--- src/rtl/irq_pending_latch_pkg.sv ---
// Shared definitions for the interrupt request-capture stage that feeds the
// 8:3 priority encoder.
package irq_pkg;

    localparam int N_REQ = 8;
    localparam int IDX_W = 3;

    // Handshake FSM: COOL spaces successive interrupts so the encoder output
    // settles before irq_o is raised again.
    typedef enum logic [1:0] {
        IDLE  = 2'd0,
        ARMED = 2'd1,
        COOL  = 2'd2
    } irq_state_t;

endpackage

--- src/rtl/irq_pending_latch_edge_detect.sv ---
// Per-line request history register and the edge/level event select.
module irq_edge_detect
    import irq_pkg::*;
#(
    parameter int N    = N_REQ,
    parameter bit EDGE = 1'b1
) (
    input  logic         clk,
    input  logic         rst_n,
    input  logic [N-1:0] req_i,
    output logic [N-1:0] evt
);

    logic [N-1:0] req_q_r;

    // Remember last cycle's request lines; clearing on reset makes a line that
    // is already high at release count as a fresh edge.
    always_ff @(posedge clk) begin
        if (!rst_n) begin
            req_q_r <= {N{1'b0}};
        end else begin
            req_q_r <= req_i;
        end
    end

    // Choose rising-edge or level events.
    always_comb begin
        evt = {N{1'b0}};
        if (EDGE) begin
            evt = req_i & ~req_q_r;
        end else begin
            evt = req_i;
        end
    end

endmodule

--- src/rtl/irq_pending_latch.sv ---
// Sticky pending capture, software mask, overflow flag and interrupt
// handshake FSM in front of the combinational 8:3 priority encoder.
module irq_pending_latch
    import irq_pkg::*;
#(
    parameter int N    = N_REQ,
    parameter bit EDGE = 1'b1
) (
    input  logic             clk,
    input  logic             rst_n,
    input  logic [N-1:0]     req_i,
    input  logic             mask_wr,
    input  logic [N-1:0]     mask_din,
    input  logic             ack_i,
    input  logic [IDX_W-1:0] ack_idx,
    input  logic             ovf_clr,
    output logic [N-1:0]     pend_o,
    output logic             irq_o,
    output logic             ovf_o
);

    logic [N-1:0] evt_s;
    logic [N-1:0] pending_r;
    logic [N-1:0] mask_r;
    logic [N-1:0] clr_s;
    logic         ack_ok_s;
    logic         ovf_hit_s;
    logic         ovf_r;
    logic         irq_r;
    irq_state_t   state_r;
    irq_state_t   state_nxt_s;

    irq_edge_detect #(
        .N    (N),
        .EDGE (EDGE)
    ) u_edge (
        .clk   (clk),
        .rst_n (rst_n),
        .req_i (req_i),
        .evt   (evt_s)
    );

    // Masked view is a pure function of registers, so it is glitch-free.
    assign pend_o = pending_r & mask_r;
    assign irq_o  = irq_r;
    assign ovf_o  = ovf_r;

    // Acknowledge acceptance and the one-hot clear it produces; an ack of a
    // hidden or empty bit clears nothing.
    always_comb begin
        ack_ok_s = 1'b0;
        clr_s    = {N{1'b0}};
        if ((state_r == ARMED) && ack_i && pend_o[ack_idx]) begin
            ack_ok_s       = 1'b1;
            clr_s[ack_idx] = 1'b1;
        end else begin
            ack_ok_s = 1'b0;
        end
    end

    // Overflow only has meaning for edge capture; level capture re-hits
    // pending bits every cycle by design.
    always_comb begin
        ovf_hit_s = 1'b0;
        if (EDGE) begin
            ovf_hit_s = |(evt_s & pending_r);
        end else begin
            ovf_hit_s = 1'b0;
        end
    end

    // Pending bits: a new event wins over a same-cycle clear so nothing is lost.
    always_ff @(posedge clk) begin
        if (!rst_n) begin
            pending_r <= {N{1'b0}};
        end else begin
            pending_r <= (pending_r & ~clr_s) | evt_s;
        end
    end

    // Mask register, all lines enabled out of reset.
    always_ff @(posedge clk) begin
        if (!rst_n) begin
            mask_r <= {N{1'b1}};
        end else if (mask_wr) begin
            mask_r <= mask_din;
        end else begin
            mask_r <= mask_r;
        end
    end

    // Sticky overflow; a new hit wins over a same-cycle clear.
    always_ff @(posedge clk) begin
        if (!rst_n) begin
            ovf_r <= 1'b0;
        end else if (ovf_hit_s) begin
            ovf_r <= 1'b1;
        end else if (ovf_clr) begin
            ovf_r <= 1'b0;
        end else begin
            ovf_r <= ovf_r;
        end
    end

    // Handshake next state. Any ack in ARMED advances to COOL, even a stale
    // one, so the handshake cannot hang.
    always_comb begin
        state_nxt_s = state_r;
        case (state_r)
            IDLE: begin
                if (|pend_o) begin
                    state_nxt_s = ARMED;
                end else begin
                    state_nxt_s = IDLE;
                end
            end
            ARMED: begin
                if (ack_i) begin
                    state_nxt_s = COOL;
                end else begin
                    state_nxt_s = ARMED;
                end
            end
            COOL: begin
                state_nxt_s = IDLE;
            end
            default: begin
                state_nxt_s = IDLE;
            end
        endcase
    end

    // State register plus registered irq decode of the next state.
    always_ff @(posedge clk) begin
        if (!rst_n) begin
            state_r <= IDLE;
            irq_r   <= 1'b0;
        end else begin
            state_r <= state_nxt_s;
            irq_r   <= (state_nxt_s == ARMED);
        end
    end

endmodule

--- config.mk ---
export PLATFORM = sky130hd
export DESIGN_NAME = irq_pending_latch
export DESIGN_NICKNAME = d
export VERILOG_FILES = /design/src/rtl/irq_pending_latch_pkg.sv /design/src/rtl/irq_pending_latch_edge_detect.sv /design/src/rtl/irq_pending_latch.sv
export SDC_FILE = /design/constraint.sdc
export NUM_CORES = 1
export LEC_CHECK = 0
export ABC_AREA = 1
export CORE_MARGIN = 4
export CORE_UTILIZATION = 43
export DETAILED_ROUTE_END_ITERATION = 16
export PLACE_DENSITY_LB_ADDON = 0.25
export SETUP_SLACK_MARGIN = 0.5
export SYNTH_ARGS = -nofsm -noshare
export SYNTH_HDL_FRONTEND = slang
export SYNTH_SLANG_ARGS = --single-unit
export TNS_END_PERCENT = 50
--- constraint.sdc ---
create_clock -name clk -period 1 [get_ports clk]
set_input_delay 0.2 -clock clk [delete_from_list [all_inputs] [get_ports clk]]
set_output_delay 0.2 -clock clk [all_outputs]
set_load 0.02 [all_outputs]
; ---- Word-level counts from Yosys, hierarchy flattened
; Index checks and enable logic that the tools add are counted.
[totals]
regBits = 28
inputBits = 24
out_inout_bits = 10
word_cells = 34
[op_classes]
magnitude_cmp = 2
n_eq_ne = 2
mux = 10
n_bitwise = 7
reduce_logical = 7
[op_table]
columns = op, count
row1 = bitwise AND 8 bit, 4
row2 = NOT 8 bit, 2
row3 = OR reduction 8 bit, 2
row4 = 2-to-1 mux 8 bit, 1
row5 = bitwise OR 8 bit, 1
row6 = 2-to-1 mux 1 bit, 5
row7 = "equality test 2 x 1 -> 1 bit, second input constant", 2
row8 = "< comparator 3 x 4 -> 1 bit, second input constant", 1
row9 = case mux 2 bit (2 select lines), 1
row10 = binary-select mux 1 bit (select 3 bit), 1
row11 = demux 1 bit (select 3 bit), 1
row12 = "greater-or-equal comparator 3 x 1 -> 1 bit, second input constant", 1
row13 = logical AND 1 bit, 3
row14 = zero test 2 bit, 1
row15 = 2-to-1 mux 2 bit, 1
row16 = nonzero test 2 bit, 1

; ---- Depth between registers and ports, before layout
; Gate-level depths: netlist of run 1.
[logic_depth]
depth_word = 8
ltp_mapped = 9
mapped_depth_nobuf = 8

; ---- Hierarchy
; A second synthesis of run 1 with hierarchy kept.
[unflattened]
hier_cells = 189
hier_area_um2 = 1325.0
[by_module_without_submodules]
columns = mod, n_inst, cells_per_inst, area_each_um2, seq_area_each_um2
row1 = irq_pending_latch, 1, 148, 1039.7, 400.4
row2 = irq_edge_detect, 1, 41, 285.3, 160.2

; ---- Worst setup path before layout of run 1
; No wires, ideal clock.
[synth_timing]
kind = register to register
startpoint = register pending_r[0]
endpoint = register pending_r[3]
setup_time_ps = 123
arrival_time_ps = 1018
required_ps = 877
slack_ps = -142
stages_incl_launch_ff = 8
path_cell_list = dfxtp_1 > nand2_1 > inv_1 > nor2_2 > nor2_4 > nand4_1 > nand2_1 > a21oi_2
[synth_between]
elab_chain_len = 8
[synth_lines]
columns = element, line_no
row1 = start: declaration, irq_pending_latch.sv:23  ; logic [N-1:0] pending_r;
row2 = start signal: assignment, irq_pending_latch.sv:75  ; pending_r <= {N{1'b0}};
row3 = start signal: assignment, irq_pending_latch.sv:77  ; pending_r <= (pending_r & ~clr_s) | evt_s;
row4 = bitwise AND 8 bit, irq_pending_latch.sv:44  ; assign pend_o = pending_r & mask_r;
row5 = net pend_o[0], irq_pending_latch.sv:17  ; output logic [N-1:0] pend_o,
row6 = binary-select mux 1 bit (select 3 bit), irq_pending_latch.sv:53  ; if ((state_r == ARMED) && ack_i && pend_o[ack_idx]) begin
row7 = 2-to-1 mux 1 bit (implied by the code), irq_pending_latch.sv:53
row8 = logical AND 1 bit, irq_pending_latch.sv:53
row9 = 2-to-1 mux 8 bit, irq_pending_latch.sv:53
row10 = NOT 8 bit, irq_pending_latch.sv:77
row11 = bitwise AND 8 bit, irq_pending_latch.sv:77
row12 = bitwise OR 8 bit, irq_pending_latch.sv:77
; The timed path passes the listed nets, and every way through them passes these cells. The select of a mux whose other input is x is not followed.
; A chain may end at the register's enable or synchronous reset.

; ---- Final worst setup path of run 1
[layout_timing]
startpoint = register mask_r[6]
endpoint = register pending_r[0]
[layout_between]
elab_chain_len = 8
[layout_lines]
columns = element, line_no
row1 = start: declaration, irq_pending_latch.sv:24  ; logic [N-1:0] mask_r;
row2 = start signal: assignment, irq_pending_latch.sv:84  ; mask_r <= {N{1'b1}};
row3 = start signal: assignment, irq_pending_latch.sv:86  ; mask_r <= mask_din;
row4 = start signal: assignment, irq_pending_latch.sv:88  ; mask_r <= mask_r;
row5 = bitwise AND 8 bit, irq_pending_latch.sv:44
row6 = binary-select mux 1 bit (select 3 bit), irq_pending_latch.sv:53
row7 = 2-to-1 mux 1 bit (implied by the code), irq_pending_latch.sv:53
row8 = logical AND 1 bit, irq_pending_latch.sv:53
row9 = 2-to-1 mux 8 bit, irq_pending_latch.sv:53
row10 = NOT 8 bit, irq_pending_latch.sv:77
row11 = bitwise AND 8 bit, irq_pending_latch.sv:77
row12 = bitwise OR 8 bit, irq_pending_latch.sv:77
; Every way passes these cells. The select of a mux whose other input is x is not followed.

==> results of run 1 <==
## worst min-delay path: stages
cell,delay [ns]
sky130_fd_sc_hd__dlymetal6s2s_1,0.11
sky130_fd_sc_hd__nand2_1,0.06
sky130_fd_sc_hd__inv_1,0.05
## state kept, by name, summed over array words and instances, names as in the netlist
signal / flops
irq_o: 1
mask_r: 8
ovf_o: 1
pending_r: 8
state_r: 2
u_edge.req_q_r: 8
## layout make-up
cell class	instances	area [sq um]	share of cell area
Clock buffer	3	22.52	0.009939
Inverter	35	138.9	0.06129
Sequential cell	28	585.6	0.2584
Multi-Input combinational cell	119	745.7	0.3291
Tap cell	31	38.79	0.01712
Clock inverter	1	30.03	0.01325
Timing Repair Buffer	80	704.4	0.3109
## how the worst max path moves through the flow
stage	start	endpoint	slack (ns)	cells after the start
2_1_floorplan	pending_r[0]$_SDFF_PN0_	irq_o$_SDFF_PN0_	-0.06	6
3_3_place_gp	ack_idx[2]	pending_r[0]$_SDFF_PN0_	-0.68	8
3_5_place_dp	ack_idx[2]	pending_r[0]$_SDFF_PN0_	-0.71	8
4_1_cts	pending_r[6]$_SDFF_PN0_	irq_o$_SDFF_PN0_	-0.26	7
5_1_grt	pending_r[5]$_SDFF_PN0_	pending_r[6]$_SDFF_PN0_	-0.37	8
6_report	mask_r[6]$_SDFFE_PN1P_	pending_r[0]$_SDFF_PN0_	-0.33	8
## Yosys cell counts
cell type                  instances
sky130_fd_sc_hd__nand3_1          19
sky130_fd_sc_hd__nor2_4            3
sky130_fd_sc_hd__or2_2             1
sky130_fd_sc_hd__inv_1            32
sky130_fd_sc_hd__inv_2             3
sky130_fd_sc_hd__clkbuf_1          2
sky130_fd_sc_hd__a21oi_2           8
sky130_fd_sc_hd__nand4_1          10
sky130_fd_sc_hd__nand3_2           1
sky130_fd_sc_hd__nand2_2           3
sky130_fd_sc_hd__dfxtp_1          28
sky130_fd_sc_hd__nor3_1            6
sky130_fd_sc_hd__o211ai_1          1
sky130_fd_sc_hd__nor3b_1           1
sky130_fd_sc_hd__buf_6             1
sky130_fd_sc_hd__nand2_1          55
sky130_fd_sc_hd__buf_2             2
sky130_fd_sc_hd__nor2_1            5
sky130_fd_sc_hd__a41oi_1           1
sky130_fd_sc_hd__nor2_2            5
## routing by layer
| layer | GRT usage | wire length [um] |
|---|---|---|
| met5 | 0 | 0 |
| met2 | 0.3442 | 2221 |
| met1 | 0.2400 | 1814 |
| met4 | 0.06739 | 134 |
| met3 | 0.03730 | 229 |
## logic make-up after synthesis
family | after synthesis | synth area share
AND/OR/NAND/NOR | 109 | 0.3921
buffers and inverters | 40 | 0.1206
flip-flops | 28 | 0.4222
AO/OA/AOI/OAI | 10 | 0.06504
## metrics by stage
step,hold WS [ns],TNS [ns]
6_report,0.09875,-4.485
5_1_grt,0.1174,-5.333
3_3_place_gp,0.4750,-9.701
2_1_floorplan,0.2935,-0.5222
3_5_place_dp,0.4768,-10.43
4_1_cts,0.2197,-3.360
## what timing repair did
item,CTS,global route
endpoints found under the setup margin,38,34
setup buffers,2,6
cloned,0,0
resized for setup,101,16
pin swaps,13,12
## power breakdown
group	internal (mW)	switching [mW]
clock	0.406	0.352
combinational	0.413	0.406
sequential	1.21	0.0580
==> PnR_summary.wiki, run 1 <==
{| class="wikitable"
! Metric !! Value
|-
| Wire length of the first global-routing pass || around 6400 um
|-
| Placer congestion estimate || just over 0.9
|-
| Overall global routing resource usage || 0.1972
|-
| Required time worst endpoint || between 1 and 1.5 ns
|-
| Slew HR || 0.7576
|-
| Leakage power || 1.161 nW
|-
| Number of hold buffers added after cts || 0
|-
| Worst Hold Depth || 3
|-
| IO Count || 34
|-
| Cell area after synthesis || 1328 sq um
|-
| Area inside the core boundary || 2853 sq um
|-
| Share of the synthesized area in the top cell type || 0.4222
|-
| Sort of element at the end of the critical path || register
|-
| Clock edge transition at the registers on the reported setup and hold paths || between 0.15 and 0.2 ns
|-
| Failing checks || negative setup slack
|-
| Post-detailed-route DRC marker count || 0
|-
| Sink Count || 28
|-
| Std cell rows || 19
|-
| Cells on worst reg2reg path || 8
|-
| Detailed Place HPWL || between 2000 and 3000 um
|-
| Number of antenna-violating nets in the routed design || 0
|-
| Clock H-tree levels || 1
|-
| Number of DRC violations after detailed-routing iteration 0 || slightly below 90
|-
| Area grow syn2layout || 70.69%
|-
| Worst Max-Slew Pin Slew || approximately 0.36 ns
|-
| CTS buffer count || 3
|-
| Mean post-synth cell area || approximately 7.1 sq um
|-
| CP dominant cell by count || sky130_fd_sc_hd__nand2_4
|-
| Portion of the clock cycle consumed by the worst path in the final layout || 1.333
|-
| Clock latency of the later-clocked register in the worst-skew pair || between 0.3 and 0.4 ns
|-
| Maximum clock skew at final layout || between 0.01 and 0.015 ns
|-
| Overflow left after global routing || 0
|-
| Worst R2R Setup Slack || -0.33 ns
|-
| Count of fill cells added during filler insertion || roughly 190
|-
| CP cell instances || nand2_2 > buf_4 > nand2_4 > nand2_4 > nor2_4 > nand4_1 > nand2_1 > a21oi_2
|-
| Width of the die || 63.57 um
|-
| Slowest cell delay on critical path || ~0.4 ns
|-
| Final cell count without fillers || roughly 300
|-
| Ratio of cells with drive above 1 in the final layout || 0.5263
|-
| Max-slew violation count || 0
|-
| Bufs on Longest Clock Path || 2
|-
| Cell accounting for the most synthesized area || sky130_fd_sc_hd__dfxtp_1
|-
| Mean routed wirelength per cell || roughly 15 um
|-
| Top library cells by usage in the layout, fill and taps aside || 40 x sky130_fd_sc_hd__buf_4, 39 x sky130_fd_sc_hd__nand2_1, 23 x sky130_fd_sc_hd__inv_1, 17 x sky130_fd_sc_hd__dfxtp_2, 16 x sky130_fd_sc_hd__buf_6
|-
| Die outline area || 4041 sq um
|-
| Average via count per standard cell || approximately 5.2
|-
| Number of vias after detailed routing || roughly 1600
|-
| FMAX || about 750 MHz
|-
| Syn Inst Count || 187
|-
| Slowest-stage cell, CP || sky130_fd_sc_hd__dfxtp_2
|-
| Die height || 63.57 um
|-
| Hold Path End || u_edge.req_q_r[3]$_SDFF_PN0_
|-
| Summed area of non-filler cells in the final layout || about 2300 sq um
|-
| Capture instance of the worst register-to-register path || pending_r[0]$_SDFF_PN0_
|-
| Worst hold path startpoint || req_i[3]
|-
| Kind of start point of the critical path || register
|-
| Highest ir drop seen on vdd || 0.0009200 V
|-
| Root buf cell || sky130_fd_sc_hd__clkbuf_4
|-
| Final Power || around 2.8 mW
|-
| Peak fanout along the critical path || 8
|-
| Largest net degree at the start of global routing || 17
|-
| Type of the worst setup path || reg -> reg
|-
| RSZ-0062 raised after global routing || yes
|-
| Antenna violations before repair || 0
|-
| Final count of negative-setup-slack endpoints || 21
|-
| Most common library cell in the layout ignoring fill and taps || sky130_fd_sc_hd__buf_4
|-
| Initial standard-cell utilization of the core || 0.4654
|-
| Worst Hold Class || in -> reg
|-
| Ratio of total power to cell area || 1255 nW/um^2
|-
| Count of antenna diodes in the layout || 0
|-
| Share of the core filled with cells in the final layout || 0.7943
|-
| Synth cell types || 20
|-
| Top cells by area in the synthesized netlist || sky130_fd_sc_hd__dfxtp_1 42%, sky130_fd_sc_hd__nand2_1 16%, sky130_fd_sc_hd__inv_1 9.0%
|-
| Run status || finished with violations
|-
| Post-route worst setup slack || -0.3325 ns
|-
| Total placed cells including tap cells || 285
|-
| Final-report hold violation count || 0
|-
| Kind of cell with the highest combined delay on the critical path || simple AND/OR/NAND/NOR gates
|-
| Port Buf Inserts || 33
|-
| Drt first pass iters || 5
|-
| Flops & latches, synth || 28
|-
| Max capacitance violation total || 0
|-
| Vias in the first global route || approximately 1500
|-
| Clock period minus worst slack || around 1.3 ns
|-
| Data arrival, critical path || 1.59 ns
|-
| Critical path buffers and inverters || 1
|-
| Post-DP Area || 2043 sq um
|-
| Register area share after synthesis || 0.4222
|-
| Mapped Nets || around 210
|-
| Total Routed Length || 4399 um
|-
| Place WS || -0.7149 ns
|-
| TritonCTS clock tree || yes
|-
| RR Startpoint || mask_r[6]$_SDFFE_PN1P_
|-
| Final net count || 291
|-
| Synth Warn # || 0
|}
Note: power is estimated with default switching activity, not from simulation.
==> inputs of run 2 (changes only) <==
CORE_ASPECT_RATIO = 0.5   (was not set)
PLACE_DENSITY_LB_ADDON = 0.05   (was 0.25)
==> PnR_summary.wiki, run 2 (synthesized netlist as in run 1, its figures left out) <==
{| class="wikitable"
! Metric !! Value
|-
| Run status || finished with violations
|-
| Failing checks || negative setup slack
|-
| Overflow left after global routing || 0
|-
| Clock period minus worst slack || between 1 and 1.5 ns
|-
| Initial standard-cell utilization of the core || 0.4801
|-
| Slew HR || 0.8108
|-
| Top library cells by usage in the layout, fill and taps aside || 38 x sky130_fd_sc_hd__buf_4, 36 x sky130_fd_sc_hd__nand2_1, 23 x sky130_fd_sc_hd__inv_1, 22 x sky130_fd_sc_hd__nand2_2, 18 x sky130_fd_sc_hd__dfxtp_2
|-
| Worst Max-Slew Pin Slew || 0.2838 ns
|-
| Width of the die || 86.58 um
|-
| Final net count || 287
|-
| Post-route worst setup slack || -0.2907 ns
|-
| TritonCTS clock tree || yes
|-
| Maximum clock skew at final layout || about 0.0047 ns
|-
| Average via count per standard cell || about 4.7
|-
| Clock edge transition at the registers on the reported setup and hold paths || 0.09 ns
|-
| Largest registers || mask_r x8, pending_r x8, u_edge.req_q_r x8
|-
| Area of all sequential standard cells || ~600 sq um
|-
| Clock latency of the later-clocked register in the worst-skew pair || roughly 0.27 ns
|-
| Portion of the clock cycle consumed by the worst path in the final layout || 1.291
|-
| Sink Count || 28
|-
| Clock H-tree levels || 1
|-
| FMAX || slightly below 800 MHz
|-
| Bufs on Longest Clock Path || 2
|-
| Placer congestion estimate || just over 0.9
|-
| Area inside the core boundary || between 2000 and 3000 sq um
|-
| Antenna violations before repair || 0
|-
| Max capacitance violation total || 0
|-
| Required time worst endpoint || roughly 1.2 ns
|-
| Total Negative Setup Slacks || -3.141 ns
|-
| Area grow syn2layout || 67.20%
|-
| Ratio of total power to cell area || roughly 1200 nW/um^2
|-
| Overall global routing resource usage || 0.1899
|-
| Sort of element at the end of the critical path || register
|-
| Vias in the first global route || about 1300
|-
| Max-slew violation count || 0
|-
| Wire length of the first global-routing pass || between 5000 and 6000 um
|-
| IO Count || 34
|-
| Number of vias after detailed routing || 1402
|-
| Count of antenna diodes in the layout || 0
|-
| Number of antenna-violating nets in the routed design || 0
|-
| RSZ-0062 raised after global routing || yes
|-
| Ratio of cells with drive above 1 in the final layout || 0.5402
|-
| Final-report hold violation count || 0
|-
| Drt first pass iters || 4
|-
| Kind of start point of the critical path || register
|-
| Largest net degree at the start of global routing || 17
|-
| Root buf cell || sky130_fd_sc_hd__clkbuf_8
|-
| Data arrival, critical path || around 1.5 ns
|-
| Area of the multi-input gates || 735.7 sq um
|-
| Most common library cell in the layout ignoring fill and taps || sky130_fd_sc_hd__buf_4
|-
| Post-detailed-route DRC marker count || 0
|-
| Final count of negative-setup-slack endpoints || 19
|-
| Highest ir drop seen on vdd || 0.0007988 V
|-
| Count of fill cells added during filler insertion || 218
|-
| Worst Hold Class || in -> reg
|-
| Mean routed wirelength per cell || 12.39 um
|-
| Port Buf Inserts || 33
|-
| Leakage power || around 1.1 nW
|-
| Detailed Place HPWL || roughly 2800 um
|-
| Total Routed Length || roughly 3700 um
|-
| Share of the core filled with cells in the final layout || 0.8027
|-
| Number of DRC violations after detailed-routing iteration 0 || approximately 130
|-
| Peak fanout along the critical path || 8
|-
| Type of the worst setup path || reg -> reg
|-
| Std cell rows || 13
|-
| Die outline area || ~4100 sq um
|-
| CTS buffer count || 3
|-
| Die height || about 47 um
|}
[run 2: changes by cell type in the layout (fill, tap and decap cells not counted), sizes merged]
cell	before	now
buf	57	53
bufinv	1	0
clkdlybuf4s15	1	2
clkdlybuf4s50	10	9
dlygate4sd2	11	12
dlymetal6s2s	1	0
[run 2: final timing paths]
check,from,to,slack [ns],cells after the start
setup reg to reg,pending_r[7]$_SDFF_PN0_,pending_r[5]$_SDFF_PN0_,-0.29,8
hold / removal,req_i[3],u_edge.req_q_r[3]$_SDFF_PN0_,0.26,3
setup / recovery,pending_r[7]$_SDFF_PN0_,pending_r[5]$_SDFF_PN0_,-0.29,8
hold reg to reg,pending_r[3]$_SDFF_PN0_,pending_r[3]$_SDFF_PN0_,0.50,2
[run 2: final cells by class]
type,instances,share of cell area
Timing Repair Buffer,76,0.3038
Tap cell,37,0.02086
Sequential cell,28,0.2627
Clock buffer,3,0.01860
Inverter,35,0.06257
Multi-Input combinational cell,119,0.3315
[run 2: repair_timing]
item | in CTS | in global routing
setup buffers | 1 | 2
pin swaps | 13 | 8
gates resized for setup | 111 | 9
gates cloned | 0 | 0
hold buffers | 0 | 0
setup endpoints to repair | 38 | 35
[run 2: stage by stage]
stage / hold WS, ns / instances / setup WS (ns) / instance area (sq um) / power, mW
global placement: 0.4665 / 292 / -0.6302 / 2058 / 1.973
CTS: 0.2601 / 296 / -0.2762 / 2182 / 2.622
detailed placement: 0.4767 / 292 / -0.6759 / 2058 / 1.987
global route: 0.2840 / 298 / -0.3588 / 2220 / 2.767
floorplan: 0.2935 / 187 / -0.05696 / 1463 / 1.626
finish: 0.2580 / 298 / -0.2907 / 2220 / 2.648
[run 2: layer usage]
layer  GRT usage  vias to the layer above  part of all wire  wire (um)
met3     0.05079                        4             0.060        220
met1      0.2326                      625              0.48       1770
li1            -                      741                 -          -
met5           0                        -                 0          0
met4     0.03727                        0             0.010         37
met2      0.3480                       32              0.45       1665
[run 2: critical path, cell delays in order (launching register included)]
cell,delay (ns)
sky130_fd_sc_hd__dfxtp_2,0.37
sky130_fd_sc_hd__nand2_2,0.07
sky130_fd_sc_hd__buf_4,0.13
sky130_fd_sc_hd__nand2_2,0.06
sky130_fd_sc_hd__nand2_2,0.06
sky130_fd_sc_hd__nor2_4,0.19
sky130_fd_sc_hd__nand4_1,0.15
sky130_fd_sc_hd__nand2_1,0.10
sky130_fd_sc_hd__a21oi_2,0.05
[run 2: where the power goes]
part | switching [mW] | internal, mW | total, mW
combinational | 0.376 | 0.398 | 0.774
sequential | 0.0578 | 1.21 | 1.27
clock | 0.336 | 0.270 | 0.606
